===== src/rtl/pipe_pkg.sv =====
// Shared pipeline types: data/address widths, operand-fetch buffer states,
// the decoded-instruction record and the producer (bypass source) record.
package pipe_pkg;
  localparam int DATA_WIDTH = 32;
  localparam int ADDR_WIDTH = 5;

  typedef enum logic {
    EMPTY = 1'b0,
    HOLD  = 1'b1
  } buf_state_t;

  typedef struct packed {
    logic [31:0]           pc;
    logic [ADDR_WIDTH-1:0] rs;
    logic [ADDR_WIDTH-1:0] rt;
    logic                  use_rs;
    logic                  use_rt;
    logic [ADDR_WIDTH-1:0] dest;
    logic                  dest_wen;
  } instr_t;

  typedef struct packed {
    logic                  wen;
    logic [ADDR_WIDTH-1:0] waddr;
    logic [DATA_WIDTH-1:0] wdata;
    logic                  pending;
  } prod_t;
endpackage


===== src/rtl/opfetch_bypass.sv =====
// Single-operand resolver: r0, EX, MEM, WB, then register file, first match wins.
// OPFETCH_FWD_EN enables the EX/MEM bypass; without it those matches interlock.
module opfetch_bypass
  import pipe_pkg::*;
(
  input  logic [ADDR_WIDTH-1:0] i_idx,
  input  logic                  i_use,
  input  prod_t                 i_ex,
  input  prod_t                 i_mem,
  input  logic                  i_wb_wen,
  input  logic [ADDR_WIDTH-1:0] i_wb_waddr,
  input  logic [DATA_WIDTH-1:0] i_wb_wdata,
  input  logic [DATA_WIDTH-1:0] i_rf_rdata,
  output logic [DATA_WIDTH-1:0] o_value,
  output logic                  o_hazard
);
  logic w_zero, w_ex_hit, w_mem_hit, w_wb_hit;

  assign w_zero    = (i_idx == '0);
  assign w_ex_hit  = i_ex.wen  && (i_ex.waddr  == i_idx);
  assign w_mem_hit = i_mem.wen && (i_mem.waddr == i_idx);
  assign w_wb_hit  = i_wb_wen  && (i_wb_waddr  == i_idx);

  always_comb begin
    o_value  = i_rf_rdata;
    o_hazard = 1'b0;
    if (w_zero) begin
      o_value = '0;
`ifdef OPFETCH_FWD_EN
    end else if (w_ex_hit) begin
      o_value  = i_ex.wdata;
      o_hazard = i_use && i_ex.pending;
    end else if (w_mem_hit) begin
      o_value  = i_mem.wdata;
      o_hazard = i_use && i_mem.pending;
`else
    end else if (w_ex_hit || w_mem_hit) begin
      o_hazard = i_use;
`endif
    end else if (w_wb_hit) begin
      // The register file only commits this write on the coming edge.
      o_value = i_wb_wdata;
    end
  end

`ifndef OPFETCH_FWD_EN
  logic w_unused_fwd;
  assign w_unused_fwd = ^{i_ex.wdata, i_ex.pending, i_mem.wdata, i_mem.pending};
`endif
endmodule


===== src/rtl/id_operand_fetch.sv =====
// Decode-stage operand fetch: one-entry skid buffer, RF read, bypass/interlock,
// valid/ready issue to EX. Optional EX/MEM forwarding via OPFETCH_FWD_EN.
module id_operand_fetch #(
  parameter int DATA_WIDTH = pipe_pkg::DATA_WIDTH,
  parameter int ADDR_WIDTH = pipe_pkg::ADDR_WIDTH
) (
  input  logic                  clk,
  input  logic                  rst,
  input  logic                  in_valid,
  output logic                  in_ready,
  input  logic [31:0]           in_pc,
  input  logic [ADDR_WIDTH-1:0] in_rs,
  input  logic [ADDR_WIDTH-1:0] in_rt,
  input  logic                  in_use_rs,
  input  logic                  in_use_rt,
  input  logic [ADDR_WIDTH-1:0] in_dest,
  input  logic                  in_dest_wen,
  output logic [ADDR_WIDTH-1:0] rf_raddr1,
  output logic [ADDR_WIDTH-1:0] rf_raddr2,
  input  logic [DATA_WIDTH-1:0] rf_rdata1,
  input  logic [DATA_WIDTH-1:0] rf_rdata2,
  input  logic                  ex_wen,
  input  logic [ADDR_WIDTH-1:0] ex_waddr,
  input  logic [DATA_WIDTH-1:0] ex_wdata,
  input  logic                  ex_pending,
  input  logic                  mem_wen,
  input  logic [ADDR_WIDTH-1:0] mem_waddr,
  input  logic [DATA_WIDTH-1:0] mem_wdata,
  input  logic                  mem_pending,
  input  logic                  wb_wen,
  input  logic [ADDR_WIDTH-1:0] wb_waddr,
  input  logic [DATA_WIDTH-1:0] wb_wdata,
  input  logic                  flush,
  output logic                  out_valid,
  input  logic                  out_ready,
  output logic [31:0]           out_pc,
  output logic [DATA_WIDTH-1:0] out_src1,
  output logic [DATA_WIDTH-1:0] out_src2,
  output logic [ADDR_WIDTH-1:0] out_dest,
  output logic                  out_dest_wen,
  output logic [31:0]           stall_cnt
);
  pipe_pkg::buf_state_t r_state, w_state_nxt;
  pipe_pkg::instr_t     r_instr, w_in_instr;
  pipe_pkg::prod_t      w_ex, w_mem;
  logic [31:0]          r_stall_cnt;
  logic                 w_full, w_hazard1, w_hazard2, w_hazard, w_issue, w_accept;

  assign w_full     = (r_state == pipe_pkg::HOLD);
  assign w_in_instr = '{pc: in_pc, rs: in_rs, rt: in_rt, use_rs: in_use_rs,
                        use_rt: in_use_rt, dest: in_dest, dest_wen: in_dest_wen};
  assign w_ex  = '{wen: ex_wen,  waddr: ex_waddr,  wdata: ex_wdata,  pending: ex_pending};
  assign w_mem = '{wen: mem_wen, waddr: mem_waddr, wdata: mem_wdata, pending: mem_pending};

  assign rf_raddr1 = w_full ? r_instr.rs : '0;
  assign rf_raddr2 = w_full ? r_instr.rt : '0;

  opfetch_bypass u_byp1 (
    .i_idx(rf_raddr1), .i_use(w_full && r_instr.use_rs), .i_ex(w_ex), .i_mem(w_mem),
    .i_wb_wen(wb_wen), .i_wb_waddr(wb_waddr), .i_wb_wdata(wb_wdata),
    .i_rf_rdata(rf_rdata1), .o_value(out_src1), .o_hazard(w_hazard1)
  );

  opfetch_bypass u_byp2 (
    .i_idx(rf_raddr2), .i_use(w_full && r_instr.use_rt), .i_ex(w_ex), .i_mem(w_mem),
    .i_wb_wen(wb_wen), .i_wb_waddr(wb_waddr), .i_wb_wdata(wb_wdata),
    .i_rf_rdata(rf_rdata2), .o_value(out_src2), .o_hazard(w_hazard2)
  );

  assign w_hazard  = w_hazard1 || w_hazard2;
  assign out_valid = w_full && !w_hazard && !flush;
  assign w_issue   = out_valid && out_ready;
  assign in_ready  = !w_full || w_issue;
  // flush wins over both accept and issue on the edge.
  assign w_accept  = in_valid && in_ready && !flush;

  always_comb begin
    w_state_nxt = r_state;
    if (flush)         w_state_nxt = pipe_pkg::EMPTY;
    else if (w_accept) w_state_nxt = pipe_pkg::HOLD;
    else if (w_issue)  w_state_nxt = pipe_pkg::EMPTY;
  end

  always_ff @(posedge clk or posedge rst) begin
    if (rst) r_state <= pipe_pkg::EMPTY;
    else     r_state <= w_state_nxt;
  end

  always_ff @(posedge clk or posedge rst) begin
    if (rst)           r_instr <= '0;
    else if (w_accept) r_instr <= w_in_instr;
  end

  always_ff @(posedge clk or posedge rst) begin
    if (rst)                                            r_stall_cnt <= '0;
    else if (w_full && w_hazard && (r_stall_cnt != '1)) r_stall_cnt <= r_stall_cnt + 32'd1;
  end

  assign out_pc       = r_instr.pc;
  assign out_dest     = r_instr.dest;
  assign out_dest_wen = r_instr.dest_wen;
  assign stall_cnt    = r_stall_cnt;
endmodule


===== config.mk =====
export PLATFORM = sky130hd
export DESIGN_NAME = id_operand_fetch
export DESIGN_NICKNAME = d
export VERILOG_FILES = /design/src/rtl/pipe_pkg.sv /design/src/rtl/opfetch_bypass.sv /design/src/rtl/id_operand_fetch.sv
export SDC_FILE = /design/constraint.sdc
export NUM_CORES = 1
export LEC_CHECK = 0
export ABC_AREA = 1
export CAP_MARGIN = 20
export CORE_AREA = 2 2 147 149
export DETAILED_ROUTE_END_ITERATION = 16
export DIE_AREA = 0 0 149 151
export GPL_TIMING_DRIVEN = 0
export HOLD_SLACK_MARGIN = 0.12
export PLACE_DENSITY = 0.75
export SYNTH_ARGS = -nofsm -noshare
export SYNTH_HDL_FRONTEND = slang
export SYNTH_SLANG_ARGS = --single-unit

===== constraint.sdc =====
create_clock -name clk -period 3.7 [get_ports clk]
set_input_delay 0.74 -clock clk [delete_from_list [all_inputs] [get_ports clk]]
set_output_delay 0.74 -clock clk [all_outputs]
set_load 0.02 [all_outputs]

# Word-level counts from Yosys, hierarchy flattened
# Index checks and enable logic that the tools add are counted.
classes:
  n_eq_ne: 7
  muxes: 15
  add_sub_neg: 1
  reduce_logical: 25
op_table:
  columns: ["cell", "n"]
  rows:
  - ["two-way mux 32 bit", 6]
  - ["adder 32 x 1 -> 32 bit (second input constant)", 1]
  - ["inequality test 32 bit (second input constant)", 1]
  - ["== test 5 bit", 6]
  - ["logical AND 1 bit", 15]
  - ["logical NOT 5 bit", 2]
  - ["two-way mux 5 bit", 2]
  - ["two-way mux 1 bit", 7]
  - ["logical OR 1 bit", 4]
  - ["logical NOT 1 bit", 3]
  - ["nonzero test 3 bit", 1]
totals:
  reg_bits: 83
  word_cells: 57
  output_inout_bits: 146

# Longest topological paths before layout
depth:
  depth_word: 16
  ltp_mapped: 15
  depth_no_buf: 14

# Modules after synthesis
# From an unflattened synthesis, not the netlist that was laid out.
hier_totals:
  hier_cells: 1151
  area_unflattened_um2: 6734.0
by_module_without_submodules:
  columns: ["module", "area_each_um2", "cells_per_inst", "instances"]
  rows:
  - ["id_operand_fetch", 4546.9, 639, 1]
  - ["opfetch_bypass", 1093.5, 256, 2]

# Worst setup path after synthesis
# Ideal clock, no wire load.
synth_path:
  path_type: "in2out"
  from: "input mem_waddr[0]"
  to: "output out_src1[10]"
  path_stages: 9
  path_buffers: 1
  arrival_time_ps: 2021
  path_slack_ps: 939
  cell_sequence: "inv_1 xor2_1 nor2_1 nand3_1 nand2_1 nor2_2 buf_2 nor2_1 nor3_1"
synth_between:
  elab_chain_len: 5
synth_lines:
  columns: ["element", "line_no", "rtl"]
  rows:
  - ["start: declaration", "id_operand_fetch.sv:27", "input logic [ADDR_WIDTH-1:0] mem_waddr,"]
  - ["== test 5 bit", "opfetch_bypass.sv:21", "assign w_mem_hit = i_mem.wen && (i_mem.waddr == i_idx);"]
  - ["logical AND 1 bit", "opfetch_bypass.sv:21", null]
  - ["logical OR 1 bit", "opfetch_bypass.sv:37", "end else if (w_ex_hit || w_mem_hit) begin"]
  - ["two-way mux 32 bit", "opfetch_bypass.sv:37", null]
  - ["two-way mux 32 bit", "opfetch_bypass.sv:27", "if (w_zero) begin"]
  - ["end: declaration", "id_operand_fetch.sv:37", "output logic [DATA_WIDTH-1:0] out_src1,"]
# Every way passes these cells.

# Final worst setup path
layout_path:
  from: "input wb_waddr[2]"
  to: "output out_src2[13]"
layout_between:
  elab_chain_len: 5
layout_lines:
  columns: ["element", "line_no", "rtl"]
  rows:
  - ["start: declaration", "id_operand_fetch.sv:31", "input logic [ADDR_WIDTH-1:0] wb_waddr,"]
  - ["== test 5 bit", "opfetch_bypass.sv:22", "assign w_wb_hit = i_wb_wen && (i_wb_waddr == i_idx);"]
  - ["logical AND 1 bit", "opfetch_bypass.sv:22", null]
  - ["two-way mux 32 bit", "opfetch_bypass.sv:40", "end else if (w_wb_hit) begin"]
  - ["two-way mux 32 bit", "opfetch_bypass.sv:37", null]
  - ["two-way mux 32 bit", "opfetch_bypass.sv:27", null]
  - ["end: declaration", "id_operand_fetch.sv:38", "output logic [DATA_WIDTH-1:0] out_src2,"]
# Every way passes these cells.

==> Flow_metrics.wiki <==
{| class="wikitable"
! Metric !! Value
|-
| Number of violations of the max-capacitance limit || 0
|-
| Clock Sinks || 83
|-
| Total power density per cell area || 410 nW/µm²
|-
| Worst Path Required || slightly below 3 ns
|-
| Maximum count of clock buffers along a single path || 2
|-
| Total of hold buffers inserted after clock tree synthesis || 0
|-
| Number of iterations in the first detailed-routing pass || 5
|-
| Global route overflow || 0
|-
| Site row count || 53
|-
| Unrepaired setup endpoints after global routing || yes
|-
| Achievable clock frequency || ~0.28 GHz
|-
| Synthesis-to-finish area growth || 65.5%
|-
| Relative slew margins || 52.0%
|-
| Overall routing resource usage || around 22%
|-
| Clock skew after layout || 0.00939 ns
|-
| DR vias || 6808
|-
| Footprint of the multi-input gates || between 2000 and 3000 µm²
|-
| Floorplan Core Area || 20800 µm²
|-
| Switch Pwr || 0.00148 W
|-
| First-pass GRT wire length || about 37 mm
|-
| Number of antenna violations at the first check in global routing || 9
|-
| Path type of the worst min-delay path || flop to flop
|-
| Beginning of the worst hold path || out_pc[27]$_DFFE_PP0P_
|-
| Count of synthesis-stage warnings from yosys || 0
|-
| Worst Path Max Fanout || 10
|-
| Area taken by flip-flops and latches || between 2000 and 2500 µm²
|-
| Setup tns final || 0 ns
|-
| Seq/Total Area, Yosys || between 30 and 40%
|-
| Crit end category || output pin
|-
| Worst endpoint data arrival time || 2.84 ns
|-
| Slowest library cell on the worst path || clkdlybuf4s50_1
|-
| Clock tree from TritonCTS || yes
|-
| Maximum number of pins on one net before global-route repair || 66
|-
| Combinational fraction of design power || 45.3%
|-
| Cell area after synthesis || between 5000 and 6000 µm²
|-
| Clock transition time at the flip-flop clock pins of the worst setup and hold paths || 0.06 ns
|-
| Final Hold Fails || 0
|-
| Total of fill cells in the finished design || approximately 2200
|-
| Number of global-route vias before repair || 6554
|-
| DRT antenna net count || 0
|-
| Total count of max-transition violations in the final report || 0
|-
| Final period utilization || 96.6%
|-
| Half-perimeter wire length after detailed placement || 20.3 mm
|-
| Power share of the clock group || 23.9%
|-
| Initial DRC Count || around 330
|-
| H-tree lvl count || 3
|-
| Starting utilization of the core area || 27.2%
|-
| Layout cells sized above 1 || 12.1%
|-
| Average wire length per cell after detail routing || 16.9 µm
|-
| Nets in the synthesized netlist || 1090
|-
| Outcome || complete, no violations
|-
| Wirelength, routed || 24.9 mm
|-
| Routability Congestion || 0.950
|-
| Highest-count cells in the layout ignoring fill and taps || clkdlybuf4s50_1, nand2_1, nor2_1, dfrtp_1, nand3_1
|-
| Width of the die || 149 µm
|-
| Kind of critical path || input port to output pin
|-
| Final worst hold slack || between 0.4 and 0.5 ns
|-
| Clock buffers created by TritonCTS || 9
|-
| Final routed DRC violation total || 0
|-
| Final Setup Violations || 0
|-
| Leakage power || 4.58 nW
|-
| Cell-internal power || 0.00236 W
|-
| Clock latency on the worst-skew pair || roughly 0.34 ns
|-
| Avg Inst Size Synth || 6.63 µm²
|-
| Port-buffer cells || between 300 and 400
|-
| Delay of the slowest critical-path stage || 0.49 ns
|-
| Place WS || -0.407 ns
|-
| Cell Count, Final, Fillers Out || 1470
|-
| Setup slack of the critical path after layout || 0.124 ns
|-
| Most common cell after layout, fill and taps aside || clkdlybuf4s50_1
|-
| Flip-flop and latch count after synthesis || 83
|-
| Cell-by-cell trace of the critical path || clkdlybuf4s50_1, inv_1, xor2_1, nor3b_2, nand4_1, nor2_4, clkbuf_4, o21ai_0, nor2_1, clkdlybuf4s15_1
|-
| Placed Cells incl. Taps || 1444
|-
| Transition time at the pin with the least slew margin || 0.714 ns
|-
| Final worst path period need || 3.58 ns
|-
| Post-Layout Inst Area || 9370 µm²
|-
| Type of origin of the critical path || input port
|-
| Cells after Synth || 854
|-
| Switching share of power || 38.5%
|-
| Cell chosen for the clock root || clkbuf_16
|-
| Top cell family by delay on the critical path || buffers and inverters
|-
| Startpoint of the lowest-slack register-to-register path || r_state$_DFFE_PP0P_
|-
| Vias per std cell || around 4.6
|-
| Number of setup buffers added after CTS || 0
|-
| Seq pwr share || a little under a third
|-
| Ports || 381
|-
| Number of unique standard cell types used by synthesis || 28
|-
| Total die area || 22500 µm²
|-
| Maximum VDD drop || 0.240 mV
|-
| Worst Setup SP || wb_waddr[2]
|-
| Crit path buf inv count || 4
|-
| Final #Nets || between 1000 and 1500
|-
| Die Y || 151 µm
|-
| DP Area || 9180 µm²
|}
## worst reg2reg max path, stage by stage, from the launching register on
cell,delay (ns)
dfrtp_1,0.40
buf_6,0.17
nand2_2,0.15
nand3_1,0.12
nor3_2,0.41
nor2_1,0.08
nand2_1,0.19
nand4_2,0.13
nand2_2,0.18
nand2_2,0.14
buf_2,0.25
nand2_1,0.08
nand2_1,0.05
## kinds of logic after synthesis
| logic type | synth area share, % |
|---|---|
| xor gates and xnor gates | 5.11 |
| AOI/OAI and AO/OA | 4.31 |
| and+or+nand+nor | 42.0 |
| DFF | 36.7 |
| adders and majority gates | 0.221 |
| buffers and inverters | 11.7 |
## power groups by stage
stage / Clock (W) / Sequential [W] / Combinational, W
2_1_floorplan: 0 / 0.00121 / 0.000910
3_3_place_gp: 0 / 0.00119 / 0.00182
3_5_place_dp: 0 / 0.00119 / 0.00184
4_1_cts: 0.000954 / 0.00118 / 0.00176
5_1_grt: 0.000988 / 0.00120 / 0.00187
6_report: 0.000917 / 0.00118 / 0.00174
## routing by layer
metal	wire length, µm	part of all wire [%]	GRT usage, %
met1	9000	36	22.8
met2	12300	49	38.3
met3	2440	9.8	7.89
met4	1190	4.8	9.76
met5	13	0.052	0
## cell usage after synthesis (all sizes together)
| master | count | area, µm² |
|---|---|---|
| nand2 | 239 | 927 |
| nor2 | 183 | 692 |
| dfrtp | 83 | 2080 |
| nand3 | 71 | 355 |
| buf | 62 | 418 |
| inv | 51 | 191 |
| nor3 | 42 | 215 |
| o21ai | 40 | 200 |
| xor2 | 26 | 228 |
| nand4 | 15 | 100 |
| clkbuf | 14 | 52.6 |
| nor4 | 8 | 50.1 |
| xnor2 | 7 | 61.3 |
| a21oi | 4 | 20.0 |
| nand3b | 2 | 15.0 |
| nor3b | 2 | 15.0 |
| o22ai | 2 | 12.5 |
| a21boi | 1 | 11.3 |
| ha | 1 | 12.5 |
| or3 | 1 | 6.26 |
## registers in the layout (all words and copies together), names as in the netlist
name          flops
out_pc           32
stall_cnt        32
r_instr          12
out_dest          5
out_dest_wen      1
r_state           1
## metrics by stage
step / util, % / total power [W]
after floorplan: - / 0.00212
after global placement: 43.9 / 0.00302
after detailed placement: 44.1 / 0.00304
after CTS: 45.3 / 0.00389
after global routing: 44.9 / 0.00406
final: 45.0 / 0.00384
## worst paths after layout
kind                                     endpoint  slack, ns  cells after the start
min in group asynchronous  out_pc[29]$_DFFE_PP0P_       0.70                      2
max reg2reg                out_pc[31]$_DFFE_PP0P_       1.26                     12
max in group asynchronous  out_pc[12]$_DFFE_PP0P_       2.39                      3
max                                  out_src2[13]       0.12                     10
min reg2reg                out_pc[27]$_DFFE_PP0P_       0.47                      2
min                        out_pc[27]$_DFFE_PP0P_       0.47                      2
## area by class of cell
cell class / instances / share of cell area [%]
Clock inverter: 7 / 0.801
Tap cell: 275 / 3.67
Buffer: 76 / 5.26
Sequential cell: 83 / 22.2
Inverter: 51 / 2.07
Timing Repair Buffer: 315 / 32.0
Antenna cell: 10 / 0.267
Multi-Input combinational cell: 644 / 31.4
Clock buffer: 9 / 2.40
## repair_timing
item / 4_1_cts / 5_1_grt
setup endpoints to repair: 63 / 59
pin swaps: 1 / 2
resized for setup: 74 / 112
Power figures use the tool's default switching activity.
